File: src/rtl/mem_stage_lsu.sv
// MEM pipeline stage with load/store unit: sized accesses, req/ack data-memory
// handshake with stall, misalign/illegal/timeout exceptions and flush handling.
module mem_stage_lsu #(
  parameter int XLEN      = 32,
  parameter int WB_CTRL_W = 3,
  parameter int RD_W      = 5,
  parameter int TIMEOUT   = 16
) (
  input  logic                 clk,
  input  logic                 reset_n,
  input  logic                 in_valid,
  input  logic                 in_memread,
  input  logic                 in_memwrite,
  input  logic [2:0]           in_funct3,
  input  logic [WB_CTRL_W-1:0] in_ctrl_wb,
  input  logic [RD_W-1:0]      in_rd,
  input  logic [XLEN-1:0]      in_pc4,
  input  logic [XLEN-1:0]      in_alu_result,
  input  logic [XLEN-1:0]      in_store_data,
  input  logic                 flush_i,
  output logic                 dmem_req,
  output logic                 dmem_we,
  output logic [XLEN-1:0]      dmem_addr,
  output logic [XLEN/8-1:0]    dmem_be,
  output logic [XLEN-1:0]      dmem_wdata,
  input  logic                 dmem_ack,
  input  logic [XLEN-1:0]      dmem_rdata,
  output logic                 mem_stall,
  output logic                 wb_valid,
  output logic [WB_CTRL_W-1:0] wb_ctrl,
  output logic [RD_W-1:0]      wb_rd,
  output logic [XLEN-1:0]      wb_pc4,
  output logic [XLEN-1:0]      wb_alu_data,
  output logic [XLEN-1:0]      wb_mem_data,
  output logic [1:0]           wb_exc
);

  localparam int BW = XLEN / 8;
  localparam int LG = $clog2(BW);
  localparam int CW = $clog2(TIMEOUT + 1) + 1;

  typedef enum logic {S_IDLE, S_BUSY} state_t;

  state_t        r_state;
  logic [CW-1:0] r_cnt;
  logic          r_kill;

  logic [1:0]      w_sz;
  logic [LG-1:0]   w_off;
  logic [LG-1:0]   w_amask;
  logic [BW-1:0]   w_bmask;
  logic            w_legal;
  logic            w_misal;
  logic            w_access;
  logic            w_memop;
  logic [CW-1:0]   w_cnt_inc;
  logic            w_tmo;
  logic [XLEN-1:0] w_rsh;
  logic [XLEN-1:0] w_ldata;
  logic            w_done;
  logic [1:0]      w_exc;
  logic            w_wb_valid;
  logic            w_ld_cap;

  assign w_sz  = in_funct3[1:0];
  assign w_off = in_alu_result[LG-1:0];

  always_comb begin
    w_legal = 1'b0;
    case (in_funct3)
      3'b000, 3'b001, 3'b010: w_legal = 1'b1;
      3'b011:                 w_legal = (XLEN == 64);
      3'b100, 3'b101:         w_legal = !in_memwrite;
      3'b110:                 w_legal = (XLEN == 64) && !in_memwrite;
      default:                w_legal = 1'b0;
    endcase
  end

  always_comb begin
    w_amask = '0;
    w_bmask = '0;
    case (w_sz)
      2'd0: begin w_amask = LG'(0); w_bmask = BW'(8'h01); end
      2'd1: begin w_amask = LG'(1); w_bmask = BW'(8'h03); end
      2'd2: begin w_amask = LG'(3); w_bmask = BW'(8'h0F); end
      default: begin w_amask = LG'(7); w_bmask = BW'(8'hFF); end
    endcase
  end

  assign w_misal  = |(w_off & w_amask);
  assign w_access = in_valid & (in_memread | in_memwrite) & !flush_i;
  assign w_memop  = w_access & w_legal & !w_misal;

  assign w_cnt_inc = r_cnt + CW'(1);
  assign w_tmo     = (TIMEOUT != 0) && (r_state == S_BUSY) && !dmem_ack &&
                     (w_cnt_inc == CW'(TIMEOUT));

  assign dmem_req  = reset_n & (((r_state == S_IDLE) & w_memop) | (r_state == S_BUSY));
  assign mem_stall = reset_n & (((r_state == S_IDLE) & w_memop & !dmem_ack) |
                                ((r_state == S_BUSY) & !dmem_ack & !w_tmo));
  assign dmem_we   = in_memwrite;
  assign dmem_addr = {in_alu_result[XLEN-1:LG], {LG{1'b0}}};
  assign dmem_be   = w_bmask << w_off;

  always_comb begin
    dmem_wdata = in_store_data;
    case (w_sz)
      2'd0:    dmem_wdata = {BW{in_store_data[7:0]}};
      2'd1:    dmem_wdata = {(BW/2){in_store_data[15:0]}};
      2'd2:    dmem_wdata = {(BW/4){in_store_data[31:0]}};
      default: dmem_wdata = in_store_data;
    endcase
  end

  assign w_rsh = dmem_rdata >> {w_off, 3'b000};

  always_comb begin
    w_ldata = w_rsh;
    case (in_funct3)
      3'b000:  w_ldata = XLEN'($signed(w_rsh[7:0]));
      3'b001:  w_ldata = XLEN'($signed(w_rsh[15:0]));
      3'b010:  w_ldata = XLEN'($signed(w_rsh[31:0]));
      3'b100:  w_ldata = XLEN'(w_rsh[7:0]);
      3'b101:  w_ldata = XLEN'(w_rsh[15:0]);
      3'b110:  w_ldata = XLEN'(w_rsh[31:0]);
      default: w_ldata = w_rsh;
    endcase
  end

  // Illegal size takes priority over misalignment; a kill (flag or same-cycle
  // flush in BUSY) still lets the bus transaction finish but drops its result.
  always_comb begin
    w_done = 1'b0;
    w_exc  = 2'b00;
    if (r_state == S_IDLE) begin
      if (in_valid && !flush_i) begin
        if (w_access && !w_legal) begin
          w_done = 1'b1;
          w_exc  = 2'b11;
        end else if (w_access && w_misal) begin
          w_done = 1'b1;
          w_exc  = 2'b01;
        end else if (w_memop) begin
          w_done = dmem_ack;
        end else begin
          w_done = 1'b1;
        end
      end
    end else begin
      if (dmem_ack) begin
        w_done = 1'b1;
      end else if (w_tmo) begin
        w_done = 1'b1;
        w_exc  = 2'b10;
      end
    end
  end

  assign w_wb_valid = w_done & !((r_state == S_BUSY) & (r_kill | flush_i));
  assign w_ld_cap   = w_wb_valid & (w_exc == 2'b00) & in_memread & !in_memwrite;

  always_ff @(posedge clk or negedge reset_n) begin
    if (!reset_n) begin
      r_state     <= S_IDLE;
      r_cnt       <= '0;
      r_kill      <= 1'b0;
      wb_valid    <= 1'b0;
      wb_ctrl     <= '0;
      wb_rd       <= '0;
      wb_pc4      <= '0;
      wb_alu_data <= '0;
      wb_mem_data <= '0;
      wb_exc      <= '0;
    end else begin
      case (r_state)
        S_IDLE: begin
          if (w_memop && !dmem_ack) begin
            r_state <= S_BUSY;
            r_cnt   <= CW'(1);
            r_kill  <= 1'b0;
          end
        end
        default: begin
          if (dmem_ack || w_tmo) begin
            r_state <= S_IDLE;
            r_cnt   <= '0;
            r_kill  <= 1'b0;
          end else begin
            r_cnt <= w_cnt_inc;
            if (flush_i) r_kill <= 1'b1;
          end
        end
      endcase
      wb_valid    <= w_wb_valid;
      wb_ctrl     <= w_wb_valid ? in_ctrl_wb : '0;
      wb_rd       <= in_rd;
      wb_pc4      <= in_pc4;
      wb_alu_data <= in_alu_result;
      wb_mem_data <= w_ld_cap ? w_ldata : '0;
      wb_exc      <= w_wb_valid ? w_exc : 2'b00;
    end
  end

endmodule
File: config.mk
export PLATFORM = sky130hd
export DESIGN_NAME = mem_stage_lsu
export DESIGN_NICKNAME = d
export VERILOG_FILES = /design/src/rtl/mem_stage_lsu.sv
export SDC_FILE = /design/constraint.sdc
export NUM_CORES = 1
export LEC_CHECK = 0
export ABC_AREA = 1
export CAP_MARGIN = 25
export CORE_ASPECT_RATIO = 0.9
export CORE_MARGIN = 5
export CORE_UTILIZATION = 33
export CTS_CLUSTER_SIZE = 30
export DETAILED_ROUTE_END_ITERATION = 10
export PLACE_DENSITY = 0.81
export SETUP_SLACK_MARGIN = 0.1
export SLEW_MARGIN = 30
export SYNTH_ARGS = -nofsm -noshare
export SYNTH_HDL_FRONTEND = slang
export SYNTH_SLANG_ARGS = --single-unit
File: constraint.sdc
create_clock -name clk -period 2.2 [get_ports clk]
set_input_delay 0.66 -clock clk [delete_from_list [all_inputs] [get_ports clk]]
set_output_delay 0.66 -clock clk [all_outputs]
set_load 0.01 [all_outputs]
; ---- Word level (Yosys, flattened, before mapping)
; Index checks and enable logic that the tools add are counted.
[totals]
regBits = 115
in_bits = 146
output_inout_bits = 178
word_cells = 94
[op_classes]
addsub = 1
n_eq_ne = 7
n_shift = 2
muxes = 31
n_bitwise = 21
n_reduce_logical = 22
[ops]
columns = cell, count
row1 = 32-bit one-hot mux with 4 select lines, 1
row2 = 32-bit one-hot mux with 2 select lines, 1
row3 = 32-bit two-way mux, 1
row4 = 32-bit by 5-bit right shift with 32-bit output, 1
row5 = 6-bit two-way mux, 3
row6 = 1-bit bitwise AND, 15
row7 = 1-bit two-way mux, 15
row8 = 2-bit two-way mux, 6
row9 = 4-bit one-hot mux with 2 select lines, 1
row10 = 1-bit logical NOT, 7
row11 = 6-bit by 1-bit adder with 6-bit output (second input constant), 1
row12 = 3-bit == test (second input constant), 2
row13 = 6-bit by 5-bit == test with 1-bit output (second input constant), 1
row14 = 1-bit logical AND, 6
row15 = 2-bit logical NOT, 2
row16 = 1-bit bitwise OR, 4
row17 = 2-bit one-hot mux with 2 select lines, 1
row18 = 2-bit OR reduction, 2
row19 = 4-bit by 2-bit << shifter with 4-bit output, 1
row20 = 3-bit by 1-bit == test with 1-bit output (second input constant), 1
row21 = 3-bit by 2-bit == test with 1-bit output (second input constant), 1
row22 = 3-bit logical NOT, 1
row23 = 3-bit two-way mux, 1
row24 = 3-bit by 2-bit inequality test with 1-bit output (second input constant), 1
row25 = other kinds (8), 8

; ---- Depth between registers and ports, before layout
; Gate-level depths: netlist of the first run.
[depth]
word_depth = 16
ltp_mapped = 12
mapped_depth_nobuf = 11

; ---- Least setup slack after synthesis of the first run
; Ideal clock, no wire load.
[synth_timing]
path_kind = input -> output
from = in in_funct3[1]
to = out dmem_wdata[10]
arrival_time_ns = 1.679
t_required_ns = 1.540
setup_slack_ns = -0.139
path_stages = 5
path_buffers = 3
cell_sequence = buf_2 -> nor2_1 -> clkbuf_1 -> buf_2 -> o21ai_0
[synth_between]
elab_chain_cells = 2
elab_cells_between_ends = 3
cone_classes = 1 x eq/ne / 1 x mux / 1 x reduce/logical
[synth_lines]
columns = item, line
row1 = "start, declared", 14  ; input logic [2:0] in_funct3,
row2 = 2-bit by 1-bit == test with 1-bit output or 2-bit logical NOT (tied branches), 107  ; case (w_sz)
row3 = 32-bit one-hot mux with 2 select lines (*), 107
row4 = "end, declared", 25  ; output logic [XLEN-1:0] dmem_wdata,
; Mark *: on every way between the ends. The rest lies on a longest branch, timed or not.

; ---- Worst setup path after layout of the first run
[layout_timing]
from = reg r_cnt[0]
to = out mem_stall
[layout_between]
elab_chain_cells = 7
[layout_lines]
columns = item, line
row1 = "start, declared", 45  ; logic [CW-1:0] r_cnt;
row2 = "start signal, assigned", 189  ; r_cnt <= w_cnt_inc;
row3 = 6-bit by 1-bit adder with 6-bit output, 94  ; assign w_cnt_inc = r_cnt + CW'(1);
row4 = 6-bit by 5-bit == test with 1-bit output, 96  ; (w_cnt_inc == CW'(TIMEOUT));
row5 = 1-bit logical AND, 95  ; assign w_tmo = (TIMEOUT != 0) && (r_state == S_BUSY) && !dmem_ack &&
row6 = 1-bit logical NOT, 100  ; ((r_state == S_BUSY) & !dmem_ack & !w_tmo));
row7 = 1-bit bitwise AND, 100
row8 = 1-bit bitwise OR, 99  ; assign mem_stall = reset_n & (((r_state == S_IDLE) & w_memop & !dmem_ack) |
row9 = 1-bit bitwise AND, 99
row10 = "end, declared", 28  ; output logic mem_stall,
; Every way passes these cells.

==> reports/qor.yml, run 1 <==
worstPathCellList: "ha_4, nand3_2, nand2_1, nand2_1, nand3_2, o21ai_4, a21oi_2, buf_2"
drive_above_1_share_pct: 32.8
tightestPinTransition_ns: 0.796
io_pins: 324
worst_r2r_path_depth: 14
hold_viol_final: 0
clk_latency_ns: 0.42
antenna_found_initial: 0
critPathMaxStageDelay_ns: 0.43
postSynthAreaPerCell_um2: 9.65
post-route-worst-setup-slack_ns: -0.235
cts_hold_buffers: 0
ys_warn_count: 0
r2r_setup_slack_ns: -0.01
grt_util_all_layers_pct: 21.4
grt_max_degree: 67
cp_data_arrival_time_ns: 1.77
antenna_cells: 0
p_leak_nw: 4.77
cts_made_buffers: 17
layout_common_cells: "224 x clkdlybuf4s50_1, 120 x nand2_1, 114 x dfrtp_1"
wirelength_um: 20200
grt_first_pass_wirelength_um: 29500
required_ns: 1.54
timing.rr.start: "r_cnt[0]$_DFFE_PN0P_"
skew_ns: 0.0115
drt_iter0_drc: 284
antenna_left: 0
cts-root-buf: "clkbuf_16"
status: "complete, but fails checks"
cts_sinks: 115
hold_class: "in -> async"
maxCapViolCount: 0
die_y_um: 128
stdcell_area_um2: 10100
fin_util_pct: 66.1
rsz0062_at_grt: "true"
synth_cell_types: 31
finalCritPeriodShare_pct: 111
core_area_um2: 15300
dp.final_hpwl_um: 14700
place_ws_ns: -0.927
clock_path_buffers: 2
violations: "negative setup slack"
r2r-end: "wb_mem_data[20]$_DFF_PN0_"
port_buffers: 321
cts_tree: "done"
critical_path.max_fanout: 4
syn_inst: 532
max_freq_ghz: 0.411
dieArea_um2: 18200
min_period_ns: 2.43
cp_slowest_cell: "dfrtp_1"
route.detailed.drc: 0
place.gp.congestion: 0.874
rows: 43
netlist_area_um2: 5130
synth-seq-cells: 115
startpoint_type: "flop"
start_util_pct: 33.5
dr.pass1.iters: 5
area_growth_syn_to_layout_pct: 97.3
chipWidth_um: 141
synth-seq-area-share_pct: 56.0
crit_type: "reg -> out"
dpl-instance-area_um2: 8740
grt_pass1_vias: 5390
final_common_cell: "clkdlybuf4s50_1"
routed-via-count: 5284
post_drt_wl_per_cell_um: 17.5
layout.nets: 1090
finalSetupViolCount: 12
end_kind: "primary output"
h-tree-depth: 4
path_clk_slew_ns: 0.06
irDropWorstVdd_v: 0.000519
power_density_nw_per_um2: 674
drv_slew: 0
overflow: 0
viasPerCell: 4.57
max-slew-margin-rel_pct: 46.9
-- power by group --
group	total (mW)	internal (mW)	switching (mW)
combinational	1.45	0.773	0.672
sequential	2.27	2.22	0.0483
clock	3.12	2.15	0.965
total	6.83	5.14	1.69
-- metal layers --
metal | vias up | wire (um) | track usage [%]
li1 | 2459 | - | -
met1 | 2482 | 7360 | 24.0
met2 | 302 | 10700 | 39.2
met3 | 41 | 1580 | 5.46
met4 | 0 | 579 | 7.96
met5 | - | 0 | 0
-- critical path, delay by kind of cell (launching register included) --
family | cells | cell delay, ns
buf+inv | 1 | 0.14
simple gates | 4 | 0.35
compound gates | 2 | 0.23
flops | 1 | 0.43
fa+ha+maj | 1 | 0.21
-- sequential cells by signal, indices dropped and copies added (netlist names) --
name	count
r_state	1
r_cnt	6
wb_valid	1
wb_pc4	32
wb_alu_data	32
wb_exc	2
wb_ctrl	3
wb_rd	5
r_kill	1
wb_mem_data	32
-- what timing repair did --
item / CTS / global route
endpoints found under the setup margin: 101 / 84
resized for setup: 284 / 92
buffers inserted: 42 / 19
gates cloned: 4 / 0
pin swaps: 29 / 34
-- layout make-up --
cell class / instances / area [um^2]
clock buffer: 19 / 443
tap: 202 / 253
multi-input combinational: 303 / 1920
fill: 1189 / 5200
sequential: 115 / 2880
clock inverter: 13 / 230
inverter: 54 / 208
timing repair buffer: 451 / 4190
-- worst max-delay path by stage --
stage	from	to	slack, ns
2_1_floorplan	in_funct3[1]	dmem_wdata[10]	0.04
3_3_place_gp	in_funct3[1]	mem_stall	-0.88
3_5_place_dp	in_funct3[1]	mem_stall	-0.93
4_1_cts	r_cnt[0]$_DFFE_PN0P_	mem_stall	-0.19
5_1_grt	r_cnt[0]$_DFFE_PN0P_	mem_stall	-0.34
6_report	r_cnt[0]$_DFFE_PN0P_	mem_stall	-0.23
-- through the flow --
| stage | hold slack (ns) | std cells | TNS [ns] | total power, mW |
|---|---|---|---|---|
| 2_1_floorplan | 0.364 | 533 | 0 | 2.76 |
| 3_3_place_gp | 0.484 | 1067 | -44.17 | 3.55 |
| 3_5_place_dp | 0.499 | 1067 | -46.74 | 3.57 |
| 4_1_cts | 0.398 | 1145 | -3.53 | 6.77 |
| 5_1_grt | 0.436 | 1157 | -3.40 | 7.08 |
| 6_report | 0.374 | 1157 | -0.399 | 6.83 |
-- Yosys cell counts, drive strengths merged --
library cell,n,share of area [%]
a22oi,1,0.15
o211ai,15,2.2
buf,52,8.1
o22ai,4,0.49
nand3,26,3.6
nor2,46,7.0
a21oi,8,0.78
nand2,150,11
nand4,3,0.37
conb,1,0.073
inv,53,3.9
a31oi,1,0.12
o21a,1,0.17
o21bai,2,0.44
nand3b,1,0.22
clkbuf,9,0.66
dfrtp,115,56
o21ai,40,3.9
clkinv,1,0.073
ha,2,0.49
a21boi,1,0.22
-- cell families (layout without fill, tap and decap cells) --
logic type                 Yosys count  after routing  share of synthesized area [%]
AOI/OAI and AO/OA                   73             73                           8.46
adders and majority gates            2              2                          0.487
buffers and inverters              115            537                           12.7
DFF                                115            115                           56.0
other                                1              2                         0.0730
and+or+nand+nor                    226            226                           22.3
Note: power is estimated with default switching activity, not from simulation.
==> run 2, diff against run 1 <==
--- a/config.mk
+++ b/config.mk
@@ -6,7 +6,6 @@
 export NUM_CORES = 1
 export LEC_CHECK = 0
 export ABC_AREA = 1
-export CAP_MARGIN = 25
 export CORE_ASPECT_RATIO = 0.9
 export CORE_MARGIN = 5
 export CORE_UTILIZATION = 33
==> results of run 2 <==
The final DEF is identical to that of run 1; final timing and power are the same.
